### src/rtl/sdio_data_pkg.sv
// Shared definitions for the SD4 data transfer sequencer: state encoding,
// the maximum block length and the 0-means-512 length normalisation.
package sdio_data_pkg;

   localparam int SDIO_MAX_BLOCK = 512;

   typedef enum logic [2:0] {
      ST_IDLE,
      ST_LOAD,
      ST_ACTIVE,
      ST_RELEASE,
      ST_GAP,
      ST_DONE
   } state_t;

   // A length of 0 encodes a full 512-byte block; anything larger is clipped.
   function automatic logic [9:0] norm_len(input logic [9:0] len);
      if (len == 10'd0 || len > 10'(SDIO_MAX_BLOCK))
         return 10'(SDIO_MAX_BLOCK);
      return len;
   endfunction

endpackage

### src/rtl/sdio_data_timer.sv
// Loadable 16-bit down-counter shared by the inter-block gap and the block timeout.
// The counter holds at zero, and expired stays high while it does.
module sdio_data_timer (
   input  logic        clk,
   input  logic        rst_n,
   input  logic        load,
   input  logic [15:0] load_val,
   input  logic        en,
   output logic        expired
);

   logic [15:0] count;

   always_ff @(posedge clk or negedge rst_n) begin
      if (!rst_n)
         count <= 16'd0;
      else if (load)
         count <= load_val;
      else if (en && count != 16'd0)
         count <= count - 16'd1;
   end

   assign expired = (count == 16'd0);

endmodule

### src/rtl/sdio_data_seq.sv
// Splits one IO_RW_EXTENDED-style request into per-block PHY transactions,
// with inter-block gap, per-block timeout, abort and sticky completion status.
module sdio_data_seq
   import sdio_data_pkg::*;
#(
   parameter int GAP_CYCLES     = 2,
   parameter int TIMEOUT_CYCLES = 65535
) (
   input  logic       clk,
   input  logic       rst_n,
   input  logic       i_start,
   input  logic       i_write,
   input  logic       i_block_mode,
   input  logic [9:0] i_block_size,
   input  logic [8:0] i_count,
   input  logic       i_abort,
   output logic       o_phy_activate,
   output logic       o_phy_write_flag,
   output logic [9:0] o_phy_data_count,
   input  logic       i_phy_finished,
   input  logic       i_phy_crc_err,
   output logic       o_busy,
   output logic       o_done,
   output logic       o_crc_err,
   output logic       o_timeout,
   output logic       o_aborted,
   output logic [8:0] o_blocks_done,
   output state_t     dbg_state
);

   // Handshake: i_start is accepted only while o_busy is low; every accepted
   // start yields exactly one o_done pulse unless reset intervenes.

   localparam logic [15:0] GAP_LOAD = 16'(GAP_CYCLES - 1);
   localparam logic [15:0] TMO_LOAD = 16'(TIMEOUT_CYCLES - 1);

   state_t      state;
   logic        cfg_block;
   logic [8:0]  cfg_count;
   logic        last_block;
   logic        tmr_load;
   logic        tmr_en;
   logic [15:0] tmr_val;
   logic        tmr_expired;

   // RELEASE arms the gap; LOAD and the end of GAP arm the block timeout.
   always_comb begin
      tmr_load = (state == ST_LOAD) || (state == ST_RELEASE) ||
                 (state == ST_GAP && tmr_expired);
      tmr_val  = (state == ST_RELEASE) ? GAP_LOAD : TMO_LOAD;
      tmr_en   = (state == ST_ACTIVE) || (state == ST_GAP);
   end

   sdio_data_timer u_timer (
      .clk      (clk),
      .rst_n    (rst_n),
      .load     (tmr_load),
      .load_val (tmr_val),
      .en       (tmr_en),
      .expired  (tmr_expired)
   );

   // Count 0 in block mode means run until aborted, so it is never last.
   assign last_block = !cfg_block || (cfg_count != 9'd0 && o_blocks_done == cfg_count);
   assign dbg_state  = state;

   always_ff @(posedge clk or negedge rst_n) begin
      if (!rst_n) begin
         state            <= ST_IDLE;
         cfg_block        <= 1'b0;
         cfg_count        <= 9'd0;
         o_phy_activate   <= 1'b0;
         o_phy_write_flag <= 1'b0;
         o_phy_data_count <= 10'd0;
         o_busy           <= 1'b0;
         o_done           <= 1'b0;
         o_crc_err        <= 1'b0;
         o_timeout        <= 1'b0;
         o_aborted        <= 1'b0;
         o_blocks_done    <= 9'd0;
      end else begin
         o_done <= 1'b0;
         case (state)
            ST_IDLE: begin
               if (i_start) begin
                  cfg_block        <= i_block_mode;
                  cfg_count        <= i_count;
                  o_phy_write_flag <= i_write;
                  o_phy_data_count <= i_block_mode ? norm_len(i_block_size)
                                                   : norm_len({1'b0, i_count});
                  o_crc_err        <= 1'b0;
                  o_timeout        <= 1'b0;
                  o_aborted        <= 1'b0;
                  o_blocks_done    <= 9'd0;
                  o_busy           <= 1'b1;
                  state            <= ST_LOAD;
               end
            end
            ST_LOAD: begin
               if (i_abort) begin
                  o_aborted <= 1'b1;
                  o_done    <= 1'b1;
                  state     <= ST_DONE;
               end else begin
                  o_phy_activate <= 1'b1;
                  state          <= ST_ACTIVE;
               end
            end
            ST_ACTIVE: begin
               // A finishing block is always counted, even against abort or timeout.
               if (i_phy_finished) begin
                  o_phy_activate <= 1'b0;
                  o_blocks_done  <= o_blocks_done + 9'd1;
                  o_crc_err      <= o_crc_err | i_phy_crc_err;
                  if (i_abort) begin
                     o_aborted <= 1'b1;
                     o_done    <= 1'b1;
                     state     <= ST_DONE;
                  end else begin
                     state <= ST_RELEASE;
                  end
               end else if (i_abort) begin
                  o_phy_activate <= 1'b0;
                  o_aborted      <= 1'b1;
                  o_done         <= 1'b1;
                  state          <= ST_DONE;
               end else if (tmr_expired) begin
                  o_phy_activate <= 1'b0;
                  o_timeout      <= 1'b1;
                  o_done         <= 1'b1;
                  state          <= ST_DONE;
               end
            end
            ST_RELEASE: begin
               if (i_abort) begin
                  o_aborted <= 1'b1;
                  o_done    <= 1'b1;
                  state     <= ST_DONE;
               end else if (last_block || o_crc_err) begin
                  o_done <= 1'b1;
                  state  <= ST_DONE;
               end else begin
                  state <= ST_GAP;
               end
            end
            ST_GAP: begin
               if (i_abort) begin
                  o_aborted <= 1'b1;
                  o_done    <= 1'b1;
                  state     <= ST_DONE;
               end else if (tmr_expired) begin
                  o_phy_activate <= 1'b1;
                  state          <= ST_ACTIVE;
               end
            end
            ST_DONE: begin
               o_phy_activate <= 1'b0;
               o_busy         <= 1'b0;
               state          <= ST_IDLE;
            end
            default: begin
               o_phy_activate <= 1'b0;
               o_busy         <= 1'b0;
               state          <= ST_IDLE;
            end
         endcase
      end
   end

endmodule

### config.mk
export PLATFORM = sky130hd
export DESIGN_NAME = sdio_data_seq
export DESIGN_NICKNAME = d
export VERILOG_FILES = /design/src/rtl/sdio_data_pkg.sv /design/src/rtl/sdio_data_timer.sv /design/src/rtl/sdio_data_seq.sv
export SDC_FILE = /design/constraint.sdc
export NUM_CORES = 1
export LEC_CHECK = 0
export ABC_AREA = 1
export BUFFER_PORTS_ARGS = -buffer_cell sky130_fd_sc_hd__buf_2
export CORE_MARGIN = 2
export CORE_UTILIZATION = 57
export DETAILED_ROUTE_END_ITERATION = 8
export GPL_TIMING_DRIVEN = 0
export PLACE_DENSITY = 0.88
export SYNTH_ARGS = -nofsm -noshare
export SYNTH_HDL_FRONTEND = slang
export SYNTH_SLANG_ARGS = --single-unit
### constraint.sdc
create_clock -name clk -period 2.3 [get_ports clk]
set_clock_uncertainty 0.15 [all_clocks]
set_input_delay 0.46 -clock clk [delete_from_list [all_inputs] [get_ports clk]]
set_output_delay 0.46 -clock clk [all_outputs]
set_load 0.01 [all_outputs]
* Yosys cells after proc, flatten, opt, wreduce, memory -nomap -nowiden
Index checks and enable logic that the tools add are counted.
Cells by class: add/sub/neg operators 2, magnitude comparators 2, equality and inequality tests 16, multiplexer cells 51, bitwise gates (word level) 3, reductions and logical operators 30
Operators with widths (count):
- two-way mux 10 bit | 5
- two-way mux 16 bit | 3
- two-way mux 1 bit | 25
- two-way mux 3 bit | 8
- two-way mux 9 bit | 2
- one-hot mux 9 bit (2 select lines) | 1
- logical NOT 16 bit | 1
- inequality test 2 bit, second input constant | 8
- nonzero test 16 bit | 1
- subtractor 16 x 1 -> 16 bit, second input constant | 1
- one-hot mux 3 bit (5 select lines) | 1
- > comparator 10 bit, second input constant | 1
- > comparator 9 x 10 -> 1 bit, second input constant | 1
- logical NOT 10 bit | 1
- AND reduction 5 bit | 2
- adder 9 x 1 -> 9 bit, second input constant | 1
- == test 9 bit | 1
- logical NOT 9 bit | 1
- AND reduction 3 bit | 3
- nonzero test 9 bit | 1
- one-hot mux 1 bit (2 select lines) | 4
- logical OR 1 bit | 7
- == test 3 x 2 -> 1 bit, second input constant | 2
- nonzero test 2 bit | 3
- 15 further kinds | 20
Storage, ports and cells: register bits after elaboration 55, word-level logic and storage cells 117

* Depth between registers and ports, before layout
Gate-level depths: netlist (run 1).
word-level depth 7, gate-level depth with buffers 12

* Cells and area by module
Synthesis (run 1) repeated with hierarchy kept, for this count alone.
Unflattened totals: cells, all modules 460, area, all modules 3400.8 µm²
Modules (own cells, without submodules):
- sdio_data_seq | instances 1, cells an instance 277, area each 2150.8 µm², sequential area each 975.9 µm²
- sdio_data_timer | instances 1, cells an instance 183, area each 1249.9 µm², sequential area each 400.4 µm²

* Worst setup path before layout (run 1)
Ideal clock, no wire load.
path kind register to register, start point reg state[1], in the netlist dbg_state[1], end point reg u_timer.count[14], library setup time 116 ps, arrival 1370 ps, required time 2034 ps, setup slack 663 ps, stages on the path, launching flop included 12, cell sequence dfrtp_1 nor2_4 nand2_1 inv_1 nand3_2 nand2_4 inv_4 buf_6 nand2_1 nand2_1 nand2_1 nand2_1
Between the ends: cells in the longest elaborated chain, start to end 4, elaborated cells on any way between the ends 12, classes of those cells eq/ne: 4; mux: 2; reduce/logical: 6
RTL lines:
- from (decl) | line sdio_data_seq.sv:37 | state_t state;
- from (signal assigned) | line sdio_data_seq.sv:69 | state <= ST_IDLE;
- from (signal assigned) | line sdio_data_seq.sv:96 | state <= ST_LOAD;
- from (signal assigned) | line sdio_data_seq.sv:103 | state <= ST_DONE;
- == test 3 x 1 -> 1 bit (tied with other cells) | line sdio_data_seq.sv:48 | tmr_load = (state == ST_LOAD) || (state == ST_RELEASE) ||
- logical OR 1 bit (tied with other cells) | line sdio_data_seq.sv:48
- logical OR 1 bit or logical AND 1 bit (tied branches) | line sdio_data_seq.sv:48, sdio_data_timer.sv:19
- two-way mux 16 bit or nonzero test 2 bit (tied branches)
- to (signal assigned) | line sdio_data_timer.sv:18 | count <= load_val;
- to (signal assigned) | line sdio_data_timer.sv:20 | count <= count - 16'd1;
- to (decl) | line sdio_data_timer.sv:12 | logic [15:0] count;
Several ways; a longest one is shown, not always the timed one. A chain may end at the register's enable or synchronous reset.

* Worst setup path after layout (run 1)
start point reg u_timer.count[0], end point reg u_timer.count[14]
Between the ends: cells in the longest elaborated chain, start to end 4, elaborated cells on any way between the ends 9, classes of those cells add/sub: 1; mux: 2; reduce/logical: 6
RTL lines:
- parallel branches: the longest is 4 deep, another holds subtractor 16 x 1 -> 16 bit
Parallel ways; which one is timed is not known. The select of a mux whose other input is x is not followed.

==> impl_results.md, run 1 <==
* Share of layout cells above drive strength 1 at 17.58%
* Die width at 80.46 um
* Yosys warns at 0
* Synth Area in Adders at 1.127%
* CTS buffer count at 5
* Max stage delay on crit path at 400 ps
* Power Density at 1313 mW/mm^2
* Most common cell in the netlist: nand2_1
* Startpoint types: flop
* Max Slew Vio Count at 0
* Max VDD drop at 0.0007781 V
* Routability congestion estimate at 0.9330
* Cells after DPL at 593
* Crit Path Class: reg -> reg
* Flop and latch count out of synthesis at 55
* DP HPWL at 6.044 mm
* Critical Path RT at 2350 ps
* # Post-CTS Setup Buffers at 0
* Min Tclk post-route at 1899 ps
* Setup violations, final at 0
* Syn Nets at 497
* Peak fanout along the critical path at 10
* First-pass GRT wire length at 13.37 mm
* Hold_buf cts at 0
* Sequential area share after synthesis at 41.31%
* Critical path's most frequent cell: nand2_1
* Commonest cells in the netlist: nand2_1 (154), dfrtp_1 (55), nor2_1 (54), inv_1 (49), nand3_1 (40)
* Clk_lat worst skew at 310 ps
* Row count at 27
* Post-route design area at 0.003794 sq mm
* Fillcell total at 456
* Area grow syn2layout at 13.86%
* Post-Synth XOR/XNOR Area at 3.417%
* RSZ-0062 raised after global routing: false
* Maximum buffer depth of the clock tree at 2
* Period Utilization, post-route at 82.55%
* Synth Area in Simple Gates at 37.36%
* Routed vias at 3228
* # IOs at 56
* Total Power at 0.004979 W
* Diodes inserted at 0
* Worst Setup Slack, final at 401.3 ps
* Synth area leaders: dfrtp_1 (41%), nand2_1 (17%), nor2_1 (6.1%)
* H-tree levels at 2
* Wire per inst at 13.34 um
* Post-synth EDFFs at 0
* Synthesized cell area at 0.003332 sq mm
* Unique masters post-synth at 31
* Share of the synthesized area in the top cell type at 41.31%
* Initial Utilization at 59.78%
* Final Hold Fails at 0
* Placed Area at 0.003692 sq mm
* Fmax at 526.7 MHz
* Vias in the first global route at 3001
* Largest net degree at the start of global routing at 56
* PostCTS Resize Cnt at 0
* Die ar. at 0.006473 sq mm
* Core area at 0.005574 sq mm
* Final std cells w/o fill at 601
* Leakage at 2.011 nW
* Clock transition at path regs at 110 ps
* CTS sink count at 55
* Die height at 80.46 um
* Initial drt markers at 217
* Post-synthesis mux area share at 0%
* Yosys top cell by area: dfrtp_1
* Drt via density at 5.371
* Ys flop type: dfrtp_1
* Post-synthesis compound-gate area fraction at 8.712%
* Post-synth ARST share at 100.0%
* Max-Slew Margin vs Limit at 53.78%
* Sequence of cells on the critical path: inv_1 > ha_1 > nand2_1 > nor2_1 > nand3_2 > nand2_4 > inv_4 > buf_6 > nand2_1 > nand2_1 > nand2_1 > nand2_1
* CTS tree: done
* Clock Root Buffer: clkbuf_8
* Initial antenna violation count at 0
* Main combinational cell family by area after synthesis: simple AND/OR/NAND/NOR gates
* Slew @ Worst Pin at 693.3 ps
* Setup TNS Final at 0 ps
* Post-DRT Antenna Nets at 0
* Total gr overflow at 0
* Avg Cell Area, Syn at 7.135 sq um
* Placement-stage worst setup slack at 460.8 ps
* Layout net count at 558
* Status: finished, final reports clean
* Mapped Cells at 467
* Setup crit end kind: flop
* Gr usage total at 26.30%
* WL final at 8.018 mm
* Critical path arrival at 1950 ps
* CP max-delay cell: dfrtp_1
* # DRC at 0
* Initial DRT Pass Iterations at 4
* PortBufs at 54
* Max_cap viols at 0
* Min-delay worst type: in -> async
-- sequential cells by signal, indices dropped and copies added, names as in the netlist --
name              flops
cfg_block             1
cfg_count             9
dbg_state             3
o_aborted             1
o_blocks_done         9
o_busy                1
o_crc_err             1
o_done                1
o_phy_activate        1
o_phy_data_count     10
o_phy_write_flag      1
o_timeout             1
u_timer.count        16
-- cells by family after synthesis --
family	count (synthesis)
simple gates	281
flops	55
fa+ha+maj	3
xor+xnor	13
compound gates	52
buf+inv	63
-- final cells by class --
class	instances	area, sq um	share of cell area (%)
sequential	55	1376	36.28
clock inverter	2	16.27	0.4288
tap	72	90.09	2.375
buffer	10	65.06	1.715
multi-input combinational	349	1687	44.46
inverter	53	203.9	5.376
timing repair buffer	54	272.8	7.190
clock buffer	6	82.58	2.177
-- layer usage --
| layer | global-route usage (%) | up-vias | part of all wire (%) |
|---|---|---|---|
| li1 | - | 1595 | - |
| met1 | 33.26 | 1510 | 45 |
| met2 | 46.08 | 101 | 48 |
| met3 | 3.933 | 22 | 4.8 |
| met4 | 8.475 | 0 | 1.9 |
| met5 | 0 | - | 0 |
-- critical path, delay by kind of cell (launching register included) --
family / cells / cell delay, ps
adder cells (fa/ha/maj): 1 / 180
buffers and inverters: 3 / 340
flip-flops: 1 / 400
AND/OR/NAND/NOR: 8 / 700
-- per-stage QoR --
| step | hold WS [ps] | utilization [%] |
|---|---|---|
| 6_report | 31.39 | 68.06 |
| 5_1_grt | 99.91 | 68.06 |
| 4_1_cts | 196.4 | 68.01 |
| 3_5_place_dp | 312.6 | 66.24 |
| 3_3_place_gp | 299.1 | 66.24 |
| 2_1_floorplan | 14.41 | - |
-- where the power goes --
part	internal (W)	total, W	switching (W)
combinational	0.000997	0.00270	0.00170
sequential	0.00137	0.00170	0.000327
clock	0.000247	0.000580	0.000333
total	0.00262	0.00498	0.00236
-- worst paths after layout --
kind	cells past startpoint	start	slack, ps	endpoint
min in group clk	3	i_write	190	o_phy_write_flag
worst min register to register	2	o_phy_write_flag	330	o_phy_write_flag
max in group asynchronous	1	rst_n	1500	cfg_count[3]
worst max-delay path	12	u_timer.count[0]	400	u_timer.count[14]
worst min-delay path	1	rst_n	30	u_timer.count[4]
worst max register to register	12	u_timer.count[0]	400	u_timer.count[14]
-- layout by cell type, fill, tap and decap left out, types with 3 or more instances in the layout --
| cell type | Yosys | layout |
|---|---|---|
| o211ai_1 | 5 | 5 |
| nand4_1 | 6 | 6 |
| buf_6 | 3 | 3 |
| clkbuf_1 | 3 | 3 |
| nand3_1 | 40 | 40 |
| or2_2 | 4 | 4 |
| dfrtp_1 | 55 | 55 |
| nor3_1 | 6 | 6 |
| xnor2_1 | 4 | 4 |
| xor2_1 | 9 | 9 |
| nand2_4 | 5 | 5 |
| a21oi_1 | 14 | 14 |
| a21boi_0 | 3 | 3 |
| nor2_2 | 4 | 4 |
| inv_1 | 49 | 49 |
| o21ai_0 | 27 | 27 |
| buf_2 | 4 | 57 |
| nand2_1 | 154 | 154 |
| ha_1 | 3 | 3 |
| clkbuf_8 | 0 | 6 |
| nor2_1 | 54 | 54 |
Note: power is estimated with default switching activity, not from simulation.
==> run 2: changes to the inputs <==
- CORE_UTILIZATION: 57 -> 51
- PLACE_DENSITY: 0.88 -> 0.83
- clock period: 2.3 -> 1.7 ns (I/O delays scaled with it)
==> impl_results.md, run 2 (synthesis results as in run 1) <==
* Status: finished with violations
* Violated checks: negative setup slack
* Top sig layer: met4
* Routability congestion estimate at 0.9561
* Max reg flops at 16
* Leading cell type in the layout, fill and taps excluded: nand2_1
* Die height at 84.83 um
* Final std cells w/o fill at 641
* RSZ-0062 raised after global routing: true
* Largest registers: u_timer.count (16), o_phy_data_count (10)
* Vias in the first global route at 3258
* CTS tree: done
* Hold_sp: i_write
* Drt via density at 5.276
* Share of layout cells above drive strength 1 at 30.50%
* H-tree levels at 2
* Wire per inst at 14.16 um
* Die width at 84.83 um
* Met3 WL at 493 um
* Worst Setup Slack, final at -82.12 ps
* Setup crit end kind: flop
* # IOs at 56
* Most frequent cells in the layout: nand2_1 (138), buf_2 (54), dfrtp_1 (50)
* Layout net count at 593
* Setup TNS Final at -556.4 ps
* Diodes inserted at 0
* Cells after DPL at 598
* Min-delay worst type: in -> reg
* Initial drt markers at 202
* Top reg by flops: u_timer.count
* Worst hold path cell count at 3
* Wire length on met1 at 3.968 mm
* Min Tclk post-route at 1782 ps
* Initial Utilization at 52.47%
* Power Density at 1833 mW/mm^2
* Largest net degree at the start of global routing at 56
* Initial antenna violation count at 0
* Clock Root Buffer: clkbuf_8
* Die ar. at 0.007196 sq mm
* Post-DRT Antenna Nets at 0
* Routed vias at 3382
* DP HPWL at 5.960 mm
* WL final at 9.075 mm
* # DRC at 0
* Core Util, Final at 67.76%
* Met2 routed WL at 4.484 mm
* Initial DRT Pass Iterations at 5
* Maximum buffer depth of the clock tree at 2
* Clock transition at path regs at 110 ps
* Total Power at 0.007887 W
* Peak fanout along the critical path at 8
* Max Slew Vio Count at 0
* Total gr overflow at 0
* R2r endpoint: u_timer.count[4]
* Row count at 29
* Critical path arrival at 1850 ps
* Max VDD drop at 0.001329 V
* First-pass GRT wire length at 15.03 mm
* Max-Slew Margin vs Limit at 53.91%
* WHS Endpoint: o_phy_write_flag
* Core area at 0.006350 sq mm
* Slew @ Worst Pin at 691.3 ps
* CTS buffer count at 5
* Startpoint types: flop
* Fmax at 561.1 MHz
* Final Hold Fails at 0
* Leakage at 2.238 nW
* Area grow syn2layout at 29.14%
* CTS sink count at 55
* Gr usage total at 25.45%
* Reg2Reg Depth at 11
* Critical Path RT at 1770 ps
* Max_cap viols at 0
* PortBufs at 54
* Period Utilization, post-route at 104.8%
* Clk_lat worst skew at 310 ps
* Crit Path Class: reg -> reg
* Setup violations, final at 13
* Reg2reg start: dbg_state[1]
* Flop2flop setup slack at -80 ps
-- run 2: cell count changes in the layout (fill, tap and decap cells not counted), moves of 4 or more --
| cell | before | now |
|---|---|---|
| buf_4 | 1 | 34 |
| buf_8 | 0 | 4 |
| dfrtp_1 | 55 | 50 |
| dfrtp_2 | 0 | 5 |
| inv_1 | 49 | 45 |
| nand2_1 | 154 | 138 |
| nand2_2 | 2 | 15 |
| nor2_1 | 54 | 45 |
| nor2_2 | 4 | 9 |
| nor2_4 | 1 | 5 |
| o21ai_0 | 27 | 21 |
| o21ai_1 | 0 | 6 |
-- run 2: cell type report --
class	instances	area, sq um
fill	523	2047
tap	77	96.34
clock buffer	6	72.57
timing repair buffer	90	574.3
clock inverter	2	12.51
buffer	9	88.84
sequential	55	1383
inverter	53	216.5
multi-input combinational	349	1859
-- run 2: routing by layer --
layer,up-vias,GRT usage (%)
met5,-,0
met4,0,6.349
met3,14,3.113
met2,110,42.45
met1,1593,35.60
li1,1665,-
-- run 2: power breakdown --
group / total (W) / switching, W / leakage [nW] / internal, W
logic: 0.00483 / 0.00277 / 1.51 / 0.00206
registers: 0.00231 / 0.000441 / 0.682 / 0.00187
clock network: 0.000746 / 0.000456 / 0.0412 / 0.000290
total: 0.00789 / 0.00367 / 2.24 / 0.00422
-- run 2: how the worst max path moves through the flow --
stage,end,start,slack (ps)
after floorplan,u_timer.count[14],dbg_state[1],60
after global routing,u_timer.count[11],u_timer.count[0],-180
final,u_timer.count[4],dbg_state[1],-80
after global placement,o_blocks_done[5],dbg_state[1],-90
after detailed placement,u_timer.count[14],u_timer.count[11],-110
after CTS,u_timer.count[14],u_timer.count[0],-40
-- run 2: critical path, cell delays in order, from the launching register on --
cell	delay [ps]
dfrtp_2	450
nor2_4	170
nand2_1	110
inv_1	110
nand3_2	110
nand2_4	150
inv_8	70
buf_8	140
nand2_1	50
nand2_1	60
nand2_1	60
nand2_1	50
-- run 2: stage by stage --
| step | area (sq um) | setup slack [ps] | hold WS, ps |
|---|---|---|---|
| global route | 4303 | -181.5 | 82.24 |
| finish | 4303 | -82.12 | 72.56 |
| CTS | 4038 | -40.74 | 69.19 |
| detailed placement | 3699 | -110.0 | 304.1 |
| floorplan | 3332 | 63.28 | -105.6 |
| global placement | 3699 | -89.63 | 301.0 |
-- run 2: what timing repair did --
| action | 4_1_cts | 5_1_grt |
|---|---|---|
| endpoints found under the setup margin | 28 | 32 |
| hold buffers | 0 | 1 |
| buffers inserted | 25 | 9 |
| pin swaps | 8 | 13 |
| gates resized for setup | 26 | 53 |
| cloned | 0 | 1 |
| hold endpoints to repair | 0 | 55 |
